**config.mk**
```make
export PLATFORM = sky130hd
export DESIGN_NAME = s382_lamp_monitor
export DESIGN_NICKNAME = d
export VERILOG_FILES = /design/src/rtl/s382_lamp_monitor.sv
export SDC_FILE = /design/constraint.sdc
export NUM_CORES = 1
export LEC_CHECK = 0
export BUFFER_PORTS_ARGS = -buffer_cell sky130_fd_sc_hd__buf_4
export CORE_MARGIN = 5
export CORE_UTILIZATION = 33
export CTS_CLUSTER_SIZE = 25
export DETAILED_ROUTE_END_ITERATION = 10
export SETUP_SLACK_MARGIN = 0.05
export SLEW_MARGIN = 20
export SYNTH_ARGS = -nofsm -noshare
export SYNTH_HDL_FRONTEND = slang
export SYNTH_SLANG_ARGS = --single-unit
```
**constraint.sdc**
```tcl
create_clock -name CK -period 2.5 [get_ports CK]
set_clock_uncertainty 0.2 [all_clocks]
set_input_delay 0.25 -clock CK [delete_from_list [all_inputs] [get_ports CK]]
set_output_delay 0.25 -clock CK [all_outputs]
set_load 0.01 [all_outputs]
```
**src/rtl/s382_lamp_monitor.sv**
```systemverilog
// ============================================================================
// Module      : s382_lamp_monitor
// Description : Registers the s382 controller's six lamp outputs and forwards
//               them while legal. On the first violation it latches a fault
//               code and drives both reds, which flash when the optional
//               build macro LAMP_MON_FLASH_EN is defined.
// Revision    : 1.0 - initial release
// ============================================================================
`default_nettype none

module s382_lamp_monitor #(
    parameter int YMIN      = 3,
    parameter int TMAX      = 255,
    parameter int FLASH_DIV = 8,
    parameter int CW        = 8
) (
    input  logic       CK,
    input  logic       CLR,
    input  logic       GRN1,
    input  logic       YLW1,
    input  logic       RED1,
    input  logic       GRN2,
    input  logic       YLW2,
    input  logic       RED2,
    output logic       L_GRN1,
    output logic       L_YLW1,
    output logic       L_RED1,
    output logic       L_GRN2,
    output logic       L_YLW2,
    output logic       L_RED2,
    output logic       FAULT,
    output logic [2:0] FCODE
);

    typedef enum logic [1:0] {
        ST_START = 2'd0,
        ST_RUN   = 2'd1,
        ST_FLT   = 2'd2
    } state_t;

    localparam logic [CW-1:0] YMIN_C   = CW'(YMIN);
    localparam logic [CW-1:0] TMAX_C   = CW'(TMAX);
    localparam logic [5:0]    ALL_RED  = 6'b001_001;
    localparam logic [2:0]    HEAD_G   = 3'b100;
    localparam logic [2:0]    HEAD_Y   = 3'b010;
    localparam logic [2:0]    HEAD_R   = 3'b001;

    // Lamp vectors are packed {G1,Y1,R1,G2,Y2,R2}.
    state_t        state_q;
    logic [5:0]    s1_q;
    logic [5:0]    s2_q;
    logic [5:0]    lamp_q;
    logic          fault_q;
    logic [2:0]    fcode_q;
    logic [CW-1:0] wd_q,    wd_d;
    logic [CW-1:0] ycnt1_q, ycnt1_d;
    logic [CW-1:0] ycnt2_q, ycnt2_d;

    logic [5:0]    w_in;
    logic          w_run;
    logic          w_v1, w_v2, w_pv1, w_pv2;
    logic          w_chk1, w_chk2, w_chk3, w_chk4, w_chk5;
    logic [2:0]    w_code;

    function automatic logic head_ok(input logic [2:0] h);
        return (h == HEAD_G) || (h == HEAD_Y) || (h == HEAD_R);
    endfunction

    function automatic logic bad_step(input logic [2:0] prv, input logic [2:0] cur);
        return ((prv == HEAD_G) && (cur == HEAD_R)) ||
               ((prv == HEAD_Y) && (cur == HEAD_G)) ||
               ((prv == HEAD_R) && (cur == HEAD_Y));
    endfunction

    function automatic logic [CW-1:0] yel_next(input logic cur_y, input logic prv_y,
                                               input logic [CW-1:0] cnt);
        if (!cur_y)
            return '0;
        else if (!prv_y)
            return CW'(1);
        else if (cnt < YMIN_C)
            return cnt + 1'b1;
        else
            return cnt;
    endfunction

    assign w_in  = {GRN1, YLW1, RED1, GRN2, YLW2, RED2};
    assign w_run = (state_q == ST_RUN);

    always_comb begin
        w_v1   = head_ok(s1_q[5:3]);
        w_v2   = head_ok(s1_q[2:0]);
        w_pv1  = head_ok(s2_q[5:3]);
        w_pv2  = head_ok(s2_q[2:0]);
        w_chk1 = (s1_q[5] | s1_q[4]) & (s1_q[2] | s1_q[1]);
        w_chk2 = !w_v1 || !w_v2;
        // Counters hold the number of yellow cycles seen so far when yellow falls.
        w_chk3 = (s2_q[4] && !s1_q[4] && (ycnt1_q < YMIN_C)) ||
                 (s2_q[1] && !s1_q[1] && (ycnt2_q < YMIN_C));
        w_chk4 = w_v1 && w_v2 && w_pv1 && w_pv2 &&
                 (bad_step(s2_q[5:3], s1_q[5:3]) || bad_step(s2_q[2:0], s1_q[2:0]));
        w_chk5 = (wd_q == TMAX_C);

        w_code = 3'd0;
        if (w_chk1)
            w_code = 3'd1;
        else if (w_chk2 && w_run)
            w_code = 3'd2;
        else if (w_chk3 && w_run)
            w_code = 3'd3;
        else if (w_chk4 && w_run)
            w_code = 3'd4;
        else if (w_chk5)
            w_code = 3'd5;
    end

    always_comb begin
        wd_d    = (s1_q != s2_q) ? '0 : wd_q + 1'b1;
        ycnt1_d = yel_next(s1_q[4], s2_q[4], ycnt1_q);
        ycnt2_d = yel_next(s1_q[1], s2_q[1], ycnt2_q);
    end

`ifdef LAMP_MON_FLASH_EN
    // Compared one bit wider so 2*FLASH_DIV-1 is representable.
    localparam logic [CW:0]   FLASH_LAST = (CW+1)'(2 * FLASH_DIV - 1);
    localparam logic [CW-1:0] FLASH_HALF = CW'(FLASH_DIV);

    logic [CW-1:0] flash_q, flash_d;
    logic          w_red_on;

    always_comb begin
        flash_d  = ({1'b0, flash_q} == FLASH_LAST) ? '0 : flash_q + 1'b1;
        w_red_on = (flash_d < FLASH_HALF);
    end
`endif

    always_ff @(posedge CK) begin
        if (!CLR) begin
            state_q <= ST_START;
            s1_q    <= '0;
            s2_q    <= '0;
            lamp_q  <= ALL_RED;
            fault_q <= 1'b0;
            fcode_q <= 3'd0;
            wd_q    <= '0;
            ycnt1_q <= '0;
            ycnt2_q <= '0;
`ifdef LAMP_MON_FLASH_EN
            flash_q <= '0;
`endif
        end else if (state_q == ST_FLT) begin
`ifdef LAMP_MON_FLASH_EN
            flash_q   <= flash_d;
            lamp_q[3] <= w_red_on;
            lamp_q[0] <= w_red_on;
`endif
        end else begin
            s1_q    <= w_in;
            s2_q    <= s1_q;
            wd_q    <= wd_d;
            ycnt1_q <= ycnt1_d;
            ycnt2_q <= ycnt2_d;
            if (w_code != 3'd0) begin
                state_q <= ST_FLT;
                fault_q <= 1'b1;
                fcode_q <= w_code;
                lamp_q  <= ALL_RED;
`ifdef LAMP_MON_FLASH_EN
                flash_q <= '0;
`endif
            end else if (w_run || (w_v1 && w_v2)) begin
                // The entry edge already forwards s1 to keep one-cycle latency.
                state_q <= ST_RUN;
                lamp_q  <= s1_q;
            end
        end
    end

    assign {L_GRN1, L_YLW1, L_RED1, L_GRN2, L_YLW2, L_RED2} = lamp_q;
    assign FAULT = fault_q;
    assign FCODE = fcode_q;

endmodule

`default_nettype wire
```
==> results.txt <==
DRT Pass-1 Iters = 4
Slew Limit Fails = 0
Pint = 1.48 mW
Die width = 95.6 um
Critical path, cell by cell = ha_1 -> or4_1 -> or4_4 -> nand2_1 -> nand2_2 -> or3_1 -> a21oi_1
Synthesized netlist cell count = 303
Max clock buf depth = 2
Clk root buf = clkbuf_8
Fraction of layout cells with a size suffix above 1 = 13.8%
Critical Path AT = 2.39 ns
Worst vdd ir = 0.256 mV
Fmax = 425 MHz
Top-Level Pins = 18
Mean post-synth cell area = 7.98 um2
Unrepaired setup endpoints after global routing = true
Area fraction of the dominant cell type after synthesis = 39.8%
I/O Buffers = 17
Setup TNS Final = 0 ns
Min-delay worst type = input pin to flop
Gr ovfl total = 0
CTS tree = done
Largest net degree at the start of global routing = 21
Worst reg-to-reg setup slack = 0.15 ns
Status = complete, no violations
CP Capture Type = flop
Max-Slew Margin vs Limit = 66.1%
Nets = 342
R2R cell count = 7
Worst skew pair latency = 0.31 ns
DRT iter0 DRCs = 92
Crit path capture = ycnt2_q[3]
Count leader, synth = nand2_1
Synth warn = 0
Drt drc = 0
Mapped Nets = 318
Synth top cells by count = nand2_1 (49), dfxtp_1 (48), nor2_1 (27)
Dpl hpwl = 3900 um
Routability cong. = 0.790
Wire per inst = 13.0 um
Starting Density = 33.7%
Register area share after synthesis = 39.8%
Core Region = 7180 um2
Synth area leaders = dfxtp_1 (40%), nand2_1 (7.6%), xor2_1 (5.8%)
Slowest cell on the critical path = or4_1
Worst EP required = 2.53 ns
TritonCTS Buffers = 5
Worst Hold Depth = 3
Comb pwr share = 26.5%
Setup bufs post-CTS = 0
Power density over the cells = 751 nW/um2
# clock sinks = 48
First-pass GRT wire length = 9250 um
Setup CP Type = flop to flop
Overall power = 2.16 mW
Sequential share of power = 43.2%
CP max FO = 6
Antenna cell count = 0
Clk pwr share = 30.3%
GRT Resource Usage Total = 12.7%
Number of library cell types mapped by synthesis = 46
Cell accounting for the most synthesized area = dfxtp_1
Post-synth EDFFs = 0
Initial antenna violation count = 0
Final WL = 5520 um
Max-cap viol count = 0
Vias per cell = 5.02
Predominant post-synthesis flop cell = dfxtp_1
Final period util = 94.2%
End-of-flow core utilization = 40.1%
CTS clock-pin slew for the worst setup and hold paths = 0.09 ns
Post-route minimum period = 2.35 ns
Post-DRT Antenna Nets = 0
LEAKAGE = 1.09 nW
Sw Ratio = 31.8%
H-tree Lvls = 2
Final setup viols = 0
Fin area = 2880 um2
Worst slew pin tran = 0.508 ns
Synthesis-to-finish area growth = 19.2%
Core Rows = 31
Critical Path Start = ycnt2_q[0]
Syn Std Cell Area = 2420 um2
CP Launch Type = flop
Reg-to-reg startpoint = ycnt2_q[0]
DR vias = 2139
Net Sw Power = 0.687 mW
Ys async rst share = 0%
Final hold violation count = 0
Flops & latches, synth = 48
Die ar. = 9140 um2
R2R Path End = ycnt2_q[3]
Vias in the first global route = 1962
Largest stage delay, worst path = 0.43 ns
Post-place instance area = 2700 um2
Die height = 95.6 um
# fillers = 760
[power by group through the flow]
stage | clock network, mW | logic [mW] | registers, mW
after floorplan | 0 | 0.394 | 0.918
after global placement | 0 | 0.559 | 0.949
after detailed placement | 0 | 0.562 | 0.951
after CTS | 0.672 | 0.569 | 0.934
after global routing | 0.703 | 0.636 | 0.950
final | 0.655 | 0.573 | 0.935
[registers in the layout (all words and copies together), names as in the netlist]
name,count
state_q,2
wd_q,8
ycnt1_q,8
lamp_q,6
ycnt2_q,8
FAULT,1
FCODE,3
s1_q,6
s2_q,6
[through the flow]
| step | hold WS (ns) | std cells | worst slack, ns |
|---|---|---|---|
| 3_5_place_dp | 0.264 | 415 | 0.132 |
| 3_3_place_gp | 0.252 | 415 | 0.167 |
| 5_1_grt | 0.0156 | 426 | 0.0331 |
| 2_1_floorplan | 0.190 | 303 | 0.195 |
| 6_report | 0.00570 | 426 | 0.145 |
| 4_1_cts | 0.00260 | 426 | 0.117 |
[final cells by class]
class	count	area (um2)	area share, %
clock inverters	2	60.1	2.09
clock buffers	5	68.8	2.39
multi-input cells	233	1380	48.0
inverters	5	18.8	0.652
repair buffers	34	265	9.21
flip-flops and latches	48	962	33.4
well taps	99	124	4.30
[cell families after synthesis]
family	Yosys count	synth area share, %
AO/OA/AOI/OAI	55	13.4
XOR/XNOR	21	7.61
adder cells (fa/ha/maj)	9	4.45
buffers and inverters	22	3.67
flip-flops	48	39.8
multiplexers	2	0.828
AND/OR/NAND/NOR	146	30.3
[cells in the final DEF, fill, tap and decap left out, types with 6 or more instances in the layout]
cell,synthesis,layout
nor2_1,27,27
nand4_1,11,11
buf_4,0,30
nand2_1,49,49
nand3_1,17,17
a21oi_1,24,24
ha_1,7,7
nor3_1,6,6
xor2_1,16,16
o21ai_0,12,12
dfxtp_1,48,47
[worst max-delay path, delay by kind of cell, from the launching register on]
family                   cells  cell delay, ns
AO/OA/AOI/OAI                1            0.13
adder cells (fa/ha/maj)      1            0.20
flip-flops                   1            0.35
AND/OR/NAND/NOR              5            1.41
[metal layers]
layer	global-route usage, %	routed length (um)
met4	4.62	89
met2	19.9	2460
met5	0	0
met1	17.5	2870
met3	2.37	107
[timing repair]
item                                    CTS  global route
gates resized for setup                   0             3
hold buffers                              4             0
hold endpoints to repair                  4             0
endpoints found under the setup margin    0             5
[worst min path at each step]
stage	from	endpoint
after floorplan	RED2	s1_q[0]
after global placement	FCODE[1]	FCODE[1]
after detailed placement	FAULT	FAULT
after CTS	YLW1	s1_q[4]
after global routing	YLW1	s1_q[4]
final	YLW1	s1_q[4]
Power figures use the tool's default switching activity.
